**config.mk**
```make
export PLATFORM = sky130hd
export DESIGN_NAME = trap_ctrl
export DESIGN_NICKNAME = d
export VERILOG_FILES = /design/src/rtl/trap_ctrl_pkg.sv /design/src/rtl/trap_prio_enc.sv /design/src/rtl/trap_ctrl.sv
export SDC_FILE = /design/constraint.sdc
export NUM_CORES = 1
export LEC_CHECK = 0
export CAP_MARGIN = 10
export CORE_ASPECT_RATIO = 0.7
export CORE_UTILIZATION = 35
export CTS_BUF_LIST = sky130_fd_sc_hd__clkbuf_16
export CTS_CLUSTER_SIZE = 30
export DETAILED_ROUTE_END_ITERATION = 12
export MAX_ROUTING_LAYER = met4
export PLACE_DENSITY = 0.77
export RECOVER_POWER = 100
export SLEW_MARGIN = 20
export SYNTH_ARGS = -nofsm -noshare
export SYNTH_HDL_FRONTEND = slang
export SYNTH_SLANG_ARGS = --single-unit
```
**constraint.sdc**
```tcl
create_clock -name i_clk -period 2.5 [get_ports i_clk]
set_input_delay 0.5 -clock i_clk [delete_from_list [all_inputs] [get_ports i_clk]]
set_output_delay 0.5 -clock i_clk [all_outputs]
set_load 0.05 [all_outputs]
```
**src/rtl/trap_ctrl_pkg.sv**
```systemverilog
// rtl/trap_ctrl_pkg.sv - shared CSR addresses, cause codes and FSM encoding for the trap sequencer
package trap_ctrl_pkg;

    localparam logic [11:0] CSR_MSTATUS = 12'h300;
    localparam logic [11:0] CSR_MEPC    = 12'h341;
    localparam logic [11:0] CSR_MCAUSE  = 12'h342;
    localparam logic [11:0] CSR_MTVAL   = 12'h343;

    localparam logic [4:0] CAUSE_INST_ADDR = 5'd0;
    localparam logic [4:0] CAUSE_ILLEGAL   = 5'd2;
    localparam logic [4:0] CAUSE_BREAK     = 5'd3;
    localparam logic [4:0] CAUSE_LD_ADDR   = 5'd4;
    localparam logic [4:0] CAUSE_ST_ADDR   = 5'd6;
    localparam logic [4:0] CAUSE_IRQ_TIMER = 5'd7;
    localparam logic [4:0] CAUSE_ECALL     = 5'd11;
    localparam logic [4:0] CAUSE_IRQ_EXT   = 5'd11;
    localparam logic       CAUSE_IRQ_FLAG  = 1'b1;

    localparam logic [2:0] ST_IDLE     = 3'd0;
    localparam logic [2:0] ST_DRAIN    = 3'd1;
    localparam logic [2:0] ST_W_EPC    = 3'd2;
    localparam logic [2:0] ST_W_CAUSE  = 3'd3;
    localparam logic [2:0] ST_W_TVAL   = 3'd4;
    localparam logic [2:0] ST_W_STATUS = 3'd5;
    localparam logic [2:0] ST_REDIRECT = 3'd6;

    typedef struct packed {
        logic illegal;
        logic inst_addr;
        logic ld_addr;
        logic st_addr;
        logic ecall;
        logic ebreak;
        logic mret;
    } trap_events_t;

    // Low 13 bits of mstatus as written by the sequencer: MPP = M, MPIE at bit 7, MIE at bit 3.
    function automatic logic [12:0] mstatus_bits(input logic mpie_val, input logic mie_val);
        return {2'b11, 3'b000, mpie_val, 3'b000, mie_val, 3'b000};
    endfunction

endpackage

```
**src/rtl/trap_prio_enc.sv**
```systemverilog
// rtl/trap_prio_enc.sv - combinational priority encoder for exceptions, mret and gated interrupts
module trap_prio_enc
    import trap_ctrl_pkg::*;
#(
    parameter int XLEN = 32
) (
    input  trap_events_t      ev,
    input  logic              irq_ext,
    input  logic              irq_timer,
    output logic              take,
    output logic              is_mret,
    output logic              tval_sel,
    output logic [XLEN-1:0]   cause
);

    logic       irq;
    logic [4:0] code;

    always_comb begin
        take     = 1'b0;
        is_mret  = 1'b0;
        tval_sel = 1'b0;
        irq      = 1'b0;
        code     = 5'd0;
        if (ev.ebreak) begin
            take = 1'b1;
            code = CAUSE_BREAK;
        end else if (ev.inst_addr) begin
            take     = 1'b1;
            code     = CAUSE_INST_ADDR;
            tval_sel = 1'b1;
        end else if (ev.illegal) begin
            take = 1'b1;
            code = CAUSE_ILLEGAL;
        end else if (ev.ecall) begin
            take = 1'b1;
            code = CAUSE_ECALL;
        end else if (ev.ld_addr) begin
            take     = 1'b1;
            code     = CAUSE_LD_ADDR;
            tval_sel = 1'b1;
        end else if (ev.st_addr) begin
            take     = 1'b1;
            code     = CAUSE_ST_ADDR;
            tval_sel = 1'b1;
        end else if (ev.mret) begin
            take    = 1'b1;
            is_mret = 1'b1;
        end else if (irq_ext) begin
            take = 1'b1;
            irq  = CAUSE_IRQ_FLAG;
            code = CAUSE_IRQ_EXT;
        end else if (irq_timer) begin
            take = 1'b1;
            irq  = CAUSE_IRQ_FLAG;
            code = CAUSE_IRQ_TIMER;
        end
    end

    assign cause = {irq, {(XLEN-6){1'b0}}, code};

endmodule

```
**src/rtl/trap_ctrl.sv**
```systemverilog
// rtl/trap_ctrl.sv - machine-mode trap sequencer driving the CSR write port and fetch redirect
module trap_ctrl
    import trap_ctrl_pkg::*;
#(
    parameter int XLEN = 32
) (
    input  logic            i_clk,
    input  logic            i_rst,
    input  logic            i_ex_illegal,
    input  logic            i_ex_inst_addr,
    input  logic            i_ex_ld_addr,
    input  logic            i_ex_st_addr,
    input  logic            i_ecall,
    input  logic            i_ebreak,
    input  logic            i_mret,
    input  logic [XLEN-1:0] i_pc,
    input  logic [XLEN-1:0] i_badaddr,
    input  logic            i_irq_timer,
    input  logic            i_irq_ext,
    input  logic            i_mstatus_mie,
    input  logic            i_mstatus_mpie,
    input  logic            i_mie_mtie,
    input  logic            i_mie_meie,
    input  logic [XLEN-1:0] i_mtvec,
    input  logic [XLEN-1:0] i_mepc,
    input  logic            i_drained,
    output logic            o_stall,
    output logic            o_flush,
    output logic            o_csr_we,
    output logic [11:0]     o_csr_addr,
    output logic [XLEN-1:0] o_csr_wdata,
    output logic            o_redirect,
    output logic [XLEN-1:0] o_redirect_pc,
    output logic            o_busy
);

    localparam logic [XLEN-1:0] ALIGN_MASK = ~XLEN'(3);

    trap_events_t    ev;
    logic            take;
    logic            is_mret;
    logic            tval_sel;
    logic [XLEN-1:0] cause;

    logic [2:0]      state;
    logic [2:0]      state_nx;
    logic [XLEN-1:0] epc_q;
    logic [XLEN-1:0] cause_q;
    logic [XLEN-1:0] tval_q;
    logic            mret_q;
    logic            first_q;
    logic            accept;

    assign ev = '{illegal:   i_ex_illegal,
                  inst_addr: i_ex_inst_addr,
                  ld_addr:   i_ex_ld_addr,
                  st_addr:   i_ex_st_addr,
                  ecall:     i_ecall,
                  ebreak:    i_ebreak,
                  mret:      i_mret};

    trap_prio_enc #(.XLEN(XLEN)) u_prio (
        .ev        (ev),
        .irq_ext   (i_irq_ext & i_mie_meie & i_mstatus_mie),
        .irq_timer (i_irq_timer & i_mie_mtie & i_mstatus_mie),
        .take      (take),
        .is_mret   (is_mret),
        .tval_sel  (tval_sel),
        .cause     (cause)
    );

    assign accept = (state == ST_IDLE) && take;

    always_ff @(posedge i_clk) begin
        if (i_rst) begin
            state   <= ST_IDLE;
            epc_q   <= '0;
            cause_q <= '0;
            tval_q  <= '0;
            mret_q  <= 1'b0;
            first_q <= 1'b0;
        end else begin
            state   <= state_nx;
            first_q <= accept;
            if (accept) begin
                epc_q   <= i_pc;
                cause_q <= cause;
                tval_q  <= tval_sel ? i_badaddr : '0;
                mret_q  <= is_mret;
            end
        end
    end

    always_comb begin
        state_nx = state;
        case (state)
            ST_IDLE:     if (take) state_nx = ST_DRAIN;
            ST_DRAIN:    if (i_drained) state_nx = mret_q ? ST_W_STATUS : ST_W_EPC;
            ST_W_EPC:    state_nx = ST_W_CAUSE;
            ST_W_CAUSE:  state_nx = ST_W_TVAL;
            ST_W_TVAL:   state_nx = ST_W_STATUS;
            ST_W_STATUS: state_nx = ST_REDIRECT;
            default:     state_nx = ST_IDLE;
        endcase
    end

    // Status and redirect values come from live CSR inputs, not from the accept-time snapshot.
    always_comb begin
        o_flush       = 1'b0;
        o_csr_we      = 1'b0;
        o_csr_addr    = 12'h000;
        o_csr_wdata   = '0;
        o_redirect    = 1'b0;
        o_redirect_pc = '0;
        case (state)
            ST_DRAIN: o_flush = first_q;
            ST_W_EPC: begin
                o_csr_we    = 1'b1;
                o_csr_addr  = CSR_MEPC;
                o_csr_wdata = epc_q & ALIGN_MASK;
            end
            ST_W_CAUSE: begin
                o_csr_we    = 1'b1;
                o_csr_addr  = CSR_MCAUSE;
                o_csr_wdata = cause_q;
            end
            ST_W_TVAL: begin
                o_csr_we    = 1'b1;
                o_csr_addr  = CSR_MTVAL;
                o_csr_wdata = tval_q;
            end
            ST_W_STATUS: begin
                o_csr_we    = 1'b1;
                o_csr_addr  = CSR_MSTATUS;
                o_csr_wdata = mret_q ? XLEN'(mstatus_bits(1'b1, i_mstatus_mpie))
                                     : XLEN'(mstatus_bits(i_mstatus_mie, 1'b0));
            end
            ST_REDIRECT: begin
                o_redirect    = 1'b1;
                o_redirect_pc = (mret_q ? i_mepc : i_mtvec) & ALIGN_MASK;
            end
            default: ;
        endcase
    end

    assign o_busy  = (state != ST_IDLE);
    assign o_stall = o_busy;

endmodule

```
==> results of run 1 <==
power groups by stage:
| stage | Clock [µW] | Combinational, µW | Sequential (µW) |
|---|---|---|---|
| global route | 1410 | 1020 | 1310 |
| finish | 1340 | 955 | 1300 |
| global placement | 0 | 932 | 1310 |
| detailed placement | 0 | 954 | 1320 |
| CTS | 1370 | 959 | 1290 |
| floorplan | 0 | 501 | 1300 |
path summary, 6_finish.rpt:
check,end,cells past startpoint,from
hold reg to reg,tval_q[12]$_SDFFE_PP0P_,1,tval_q[12]$_SDFFE_PP0P_
hold / removal,tval_q[12]$_SDFFE_PP0P_,1,tval_q[12]$_SDFFE_PP0P_
setup / recovery,o_csr_wdata[9],4,state[2]$_SDFFE_PP0P_
setup reg to reg,epc_q[2]$_SDFFE_PP0P_,6,state[0]$_SDFFE_PP0P_
kinds of logic (layout without fill, tap and decap cells):
logic type,after synthesis,count (layout),share of synthesized area (%)
AOI/OAI and AO/OA,160,160,30.07
buffers and inverters,58,256,8.157
DFF,72,72,39.32
muxes,31,31,8.464
other,1,9,0.1023
and+or+nand+nor,108,108,13.89
cells in the final DEF (no fill, tap or decap), types with 10 or more instances in the layout:
cell type	n
clkdlybuf4s50_1	135
dfxtp_1	71
a22o_1	59
buf_4	53
buf_12	43
a21oi_1	42
nor2_1	40
o21ai_0	33
mux2i_1	31
nand3_1	31
nand2_1	10
routing by layer:
layer | track usage [%] | wire, µm
met1 | 31.35 | 6037
met2 | 37.07 | 6147
met3 | 7.636 | 1034
met4 | 6.243 | 106
met5 | - | 0
Yosys cell counts, types with 3 or more instances:
master    count
buf_4        12
buf_1         5
buf_6         4
buf_2         3
clkbuf_1     29
dfxtp_1      72
o21ai_1       7
a22o_1       59
a21oi_1      42
nand2b_1      4
nand2_1      10
nor2b_1       5
o21ai_0      35
nor2_1       42
mux2i_1      31
nor3_1        5
inv_1         3
nand3_1      31
area by class of cell:
cell class / count / area [µm²] / share of cell area, %
Sequential cell: 72 / 1443 / 21.98
Clock buffer: 9 / 225.2 / 3.432
Tap cell: 128 / 160.2 / 2.440
Timing Repair Buffer: 237 / 2640 / 40.23
Clock inverter: 7 / 87.58 / 1.335
Inverter: 3 / 11.26 / 0.1716
Multi-Input combinational cell: 308 / 1996 / 30.41
stage by stage:
step	TNS [ns]	worst slack, ns	cells	total power [µW]	util (%)
CTS	0	0.04430	762	3619	65.77
global route	-0.005449	-0.005449	764	3730	65.97
detailed placement	-4.987	-0.1169	746	2270	62.53
floorplan	0	0.1727	438	1798	-
global placement	-2.021	-0.07391	746	2244	62.53
finish	0	0.1029	764	3593	65.97
worst max-delay path: cells and delay by family, from the launching register on:
kind,cells,cell delay [ns]
simple gates,2,0.75
flops,1,0.32
compound gates,1,0.32
buf+inv,1,0.15
sequential cells by signal, indices dropped and copies added (netlist names):
signal / flops
first_q: 1
state: 3
tval_q: 32
cause_q: 5
mret_q: 1
epc_q: 30
timing repair:
action                     4_1_cts  5_1_grt
setup endpoints to repair       28       18
gates resized for setup          2        3
gates cloned                     0        0
hold buffers                     0        0
pin swaps                        0        2
setup buffers                    0        2
hold endpoints to repair         0        0
==> results.sh, run 1 <==
export IMPL_status="finished, final reports clean"
export IMPL_slew_violations=0
export IMPL_gp_congestion=0.9341
export IMPL_std_cell_rows=30
export IMPL_critPathLaunchType="register"
export IMPL_hp_class="reg -> reg"
export IMPL_synthArstFlopShare_pct=0
export IMPL_viasPerCell=5.339
export IMPL_required_ns=2.00
export IMPL_cts_tree="yes"
export IMPL_slowest_stage="nor2_4"
export IMPL_yosysUniqueCellTypes=42
export IMPL_cts_made_buffers=9
export IMPL_finalCritPeriodShare_pct=95.89
export IMPL_vias=4079
export IMPL_synth_area_per_cell_um2=8.526
export IMPL_yosysWarnings=0
export IMPL_p_leak_uw=0.002534
export IMPL_max_freq_mhz=417.2
export IMPL_first_pass_iters=5
export IMPL_peakVddDrop_v=0.0004665
export IMPL_yosys_area_top_type="dfxtp_1"
export IMPL_area_growth_pct=79.01
export IMPL_crit_path_max_fanout=26
export IMPL_postSynthCellCount=430
export IMPL_setup_violations=0
export IMPL_pwr_share_clk_pct=37.4
export IMPL_synth_area_um2=3666
export IMPL_dp_hpwl_um=10040
export IMPL_synth_top_area_share_pct=39.32
export IMPL_skew_ns=0.003558
export IMPL_clock_latency_ns=0.33
export IMPL_ios=225
export IMPL_clockRootBuffer="clkbuf_16"
export IMPL_fillers=791
export IMPL_synth_area_leaders="dfxtp_1 (39%), a22o_1 (14%), mux2i_1 (8.5%)"
export IMPL_ys_seq_elements=72
export IMPL_antenna_found_initial=0
export IMPL_holdWs_ns=0.4723
export IMPL_detail_route_antenna_nets=0
export IMPL_worst_pin_slew_ns=0.7646
export IMPL_fin_area_um2=6563
export IMPL_combPwrFrac_pct=26.6
export IMPL_p_sw_uw=1031
export IMPL_max_cap_violations=0
export IMPL_place_area_um2=6220
export IMPL_clock_path_buffers=2
export IMPL_die_area_um2=10890
export IMPL_swShare_pct=28.71
export IMPL_intPower_uw=2561
export IMPL_path_cells="nand2b_2 > nor2_4 > a22o_1 > buf_12"
export IMPL_hold_viol_final=0
export IMPL_grt_max_degree=38
export IMPL_fp_dieH_um=87.63
export IMPL_nets=775
export IMPL_period_needed_ns=2.397
export IMPL_final_layout_size_suffix_gt1_share_pct=19.81
export IMPL_rrSetupSlack_ns=0.26
export IMPL_floorplan_initialDensity_pct=36.86
export IMPL_routed_wl_um=13330
export IMPL_slew_limit_headroom_pct=49.02
export IMPL_grt_ovfl_total=0
export IMPL_crit_path_max_incr_delay_ns=0.53
export IMPL_critPathCaptureType="output port"
export IMPL_htreeDepth=3
export IMPL_power_frac_seq_pct=36.1
export IMPL_wire_per_inst_um=17.44
export IMPL_core_um2=9947
export IMPL_p_per_area_nw_per_um2=547.4
export IMPL_n_antenna_cell=0
export IMPL_drtIter0Drc=291
export IMPL_criticalPathCategory="reg -> out"
export IMPL_arrival_ns=1.90
export IMPL_ys_seq_area_share_pct=39.32
export IMPL_drc_errors=0
export IMPL_gr_usage_all_layers_pct=24.39
export IMPL_clk_pin_slew_worst_paths_ns=0.05
export IMPL_grt_pass1_vias=3895
export IMPL_portBuffers=209
export IMPL_die_w_um=124.3
export IMPL_grt_pass1_wl_um=20190
export IMPL_ys_flop_type="dfxtp_1"
export IMPL_synth_edf_count=0
export IMPL_rsz0062_at_grt="yes"
export IMPL_clock_sinks=72
(Power assumes the default switching activity.)
==> inputs of run 2 (changes only) <==
--- a/config.mk
+++ b/config.mk
@@ -5,7 +5,6 @@
 export SDC_FILE = /design/constraint.sdc
 export NUM_CORES = 1
 export LEC_CHECK = 0
-export CAP_MARGIN = 10
 export CORE_ASPECT_RATIO = 0.7
 export CORE_UTILIZATION = 35
 export CTS_BUF_LIST = sky130_fd_sc_hd__clkbuf_16
==> results of run 2 <==
The final DEF is identical to that of run 1; final timing and power are the same.
==> inputs of run 3 (changes only) <==
--- a/config.mk
+++ b/config.mk
@@ -5,7 +5,6 @@
 export SDC_FILE = /design/constraint.sdc
 export NUM_CORES = 1
 export LEC_CHECK = 0
-export CORE_ASPECT_RATIO = 0.7
 export CORE_UTILIZATION = 35
 export CTS_BUF_LIST = sky130_fd_sc_hd__clkbuf_16
 export CTS_CLUSTER_SIZE = 30
==> run 3 against run 2 <==
Compared with the run above: sequential power barely moved; combinational power down 5.7%; highest routed layer unchanged; register-to-register slack better by 0.39 ns; sequential share of layout area increased by 1.1 points; critical path depth rose by 1; final cell count up 0.39%; clock power about the same.
==> results.sh, run 3 (synthesized netlist as in run 1, its figures left out) <==
export IMPL_status="finished, final reports clean"
export IMPL_cts_setup_buffers=0
export IMPL_clockRootBuffer="clkbuf_16"
export IMPL_place_area_um2=6237
export IMPL_period_needed_ns=2.411
export IMPL_fillers=849
export IMPL_rrSetupSlack_ns=0.65
export IMPL_cp_num_cells=5
export IMPL_clock_path_buffers=2
export IMPL_criticalPathCategory="reg -> out"
export IMPL_setup_violations=0
export IMPL_top_usage_layer="met2"
export IMPL_antenna_found_initial=0
export IMPL_holdWs_ns=0.4691
export IMPL_post_cts_resized=3
export IMPL_globalRouteMet1Util_pct=28.27
export IMPL_grt_pass1_vias=4142
export IMPL_cts_made_buffers=9
export IMPL_slew_violations=0
export IMPL_ios=225
export IMPL_path_buf_inv=2
export IMPL_n_antenna_cell=0
export IMPL_max_cap_violations=0
export IMPL_path_cells="nand2b_1 > nor2_2 > clkbuf_4 > a22o_1 > clkbuf_4"
export IMPL_grt_ovfl_total=0
export IMPL_fp_dieH_um=104.3
export IMPL_grt_pass1_wl_um=20860
export IMPL_drtIter0Drc=176
export IMPL_cp_startpoint="state[2]$_SDFFE_PP0P_"
export IMPL_finalCritPeriodShare_pct=96.42
export IMPL_hp_class="reg -> reg"
export IMPL_min_from="tval_q[3]$_SDFFE_PP0P_"
export IMPL_groute_layer_met2_usage_pct=42.34
export IMPL_mostFrequentLayoutCell="clkdlybuf4s50_1"
export IMPL_critPathLaunchType="register"
export IMPL_clock_sinks=72
export IMPL_routed_wl_um=13160
export IMPL_floorplan_initialDensity_pct=36.83
export IMPL_arrival_ns=1.91
export IMPL_cts_tree="yes"
export IMPL_worst_pin_slew_ns=0.8094
export IMPL_gp_congestion=0.8177
export IMPL_die_w_um=104.3
export IMPL_final_cell_mix="clkdlybuf4s50_1 (136), dfxtp_1 (70), a22o_1 (59)"
export IMPL_core_um2=9955
export IMPL_peakVddDrop_v=0.0004075
export IMPL_area_growth_pct=70.82
export IMPL_r2r_start="state[2]$_SDFFE_PP0P_"
export IMPL_crit_path_max_fanout=26
export IMPL_use_met3_pct=6.015
export IMPL_p_leak_uw=0.002459
export IMPL_skew_ns=0.005182
export IMPL_vias=4092
export IMPL_slew_limit_headroom_pct=45.63
export IMPL_die_area_um2=10890
export IMPL_hold_viol_final=0
export IMPL_required_ns=2.00
export IMPL_p_per_area_nw_per_um2=565.5
export IMPL_crit_path_max_incr_delay_ns=0.51
export IMPL_wire_per_inst_um=17.16
export IMPL_final_layout_size_suffix_gt1_share_pct=18.77
export IMPL_largest_register_ffs=32
export IMPL_first_pass_iters=4
export IMPL_clock_latency_ns=0.33
export IMPL_reg_largest_list="tval_q (32), epc_q (30), cause_q (5)"
export IMPL_fin_area_um2=6262
export IMPL_hold_depth=1
export IMPL_viasPerCell=5.335
export IMPL_htreeDepth=3
export IMPL_cp_endpoint="o_csr_wdata[27]"
export IMPL_rsz0062_at_grt="no"
export IMPL_gr_usage_all_layers_pct=24.74
export IMPL_critPathCaptureType="output port"
export IMPL_crit_top_cell="clkbuf_4"
export IMPL_regToRegEndpoint="tval_q[21]$_SDFFE_PP0P_"
export IMPL_drc_errors=0
export IMPL_std_cell_rows=36
export IMPL_nets=774
export IMPL_max_freq_mhz=414.8
export IMPL_detail_route_antenna_nets=0
export IMPL_rr_worst_depth=5
export IMPL_clk_pin_slew_worst_paths_ns=0.06
export IMPL_grt_max_degree=43
export IMPL_ctsHoldBuffers=0
export IMPL_regMostFlops="tval_q"
export IMPL_portBuffers=209
export IMPL_slowest_stage="dfxtp_1"
export IMPL_dp_hpwl_um=9330
export IMPL_path_delay_family="flip-flops"
## run 3: cell types whose count changed in the layout (fill, tap and decap cells not counted), sizes merged
cell           before  now
dlygate4sd3         1    0
dlygate4sd2         0    3
buf                97   61
clkinvlp            2    3
clkinv              2    0
clkdlybuf4s50     135  136
clkbuf             13   45
## run 3: how the worst min path moves through the flow
stage / end / slack (ns)
6_report: tval_q[3]$_SDFFE_PP0P_ / 0.47
5_1_grt: tval_q[24]$_SDFFE_PP0P_ / 0.49
4_1_cts: tval_q[3]$_SDFFE_PP0P_ / 0.47
3_5_place_dp: tval_q[3]$_SDFFE_PP0P_ / 0.45
3_3_place_gp: tval_q[3]$_SDFFE_PP0P_ / 0.45
2_1_floorplan: tval_q[3]$_SDFFE_PP0P_ / 0.43
## run 3: final cells by class
class	instances	area, µm²	area share [%]
flip-flops and latches	72	1444	23.06
well taps	133	166.4	2.657
repair buffers	236	2351	37.54
clock inverters	6	86.33	1.379
inverters	3	11.26	0.1798
clock buffers	9	225.2	3.596
multi-input cells	308	1978	31.59
## run 3: where the power goes
group,internal [µW],switching [µW],total (µW)
registers,1240,52.1,1290
clock network,863,483,1350
logic,417,484,901
total,2520,1020,3540
## run 3: metrics by stage
stage	TNS [ns]	cells	utilization, %	total power (µW)	worst slack, ns
global route	0	767	62.91	3682	0.02021
global placement	-4.755	752	62.57	2240	-0.1218
finish	0	767	62.91	3542	0.08941
floorplan	0	438	-	1798	0.1727
CTS	0	767	65.75	3614	0.03680
detailed placement	-4.955	752	62.66	2265	-0.1141
## run 3: layer usage
| metal | vias up | wire (µm) |
|---|---|---|
| met5 | - | 0 |
| met3 | 20 | 988 |
| met4 | 0 | 247 |
| met1 | 1908 | 5149 |
| met2 | 212 | 6775 |
| li1 | 1952 | - |
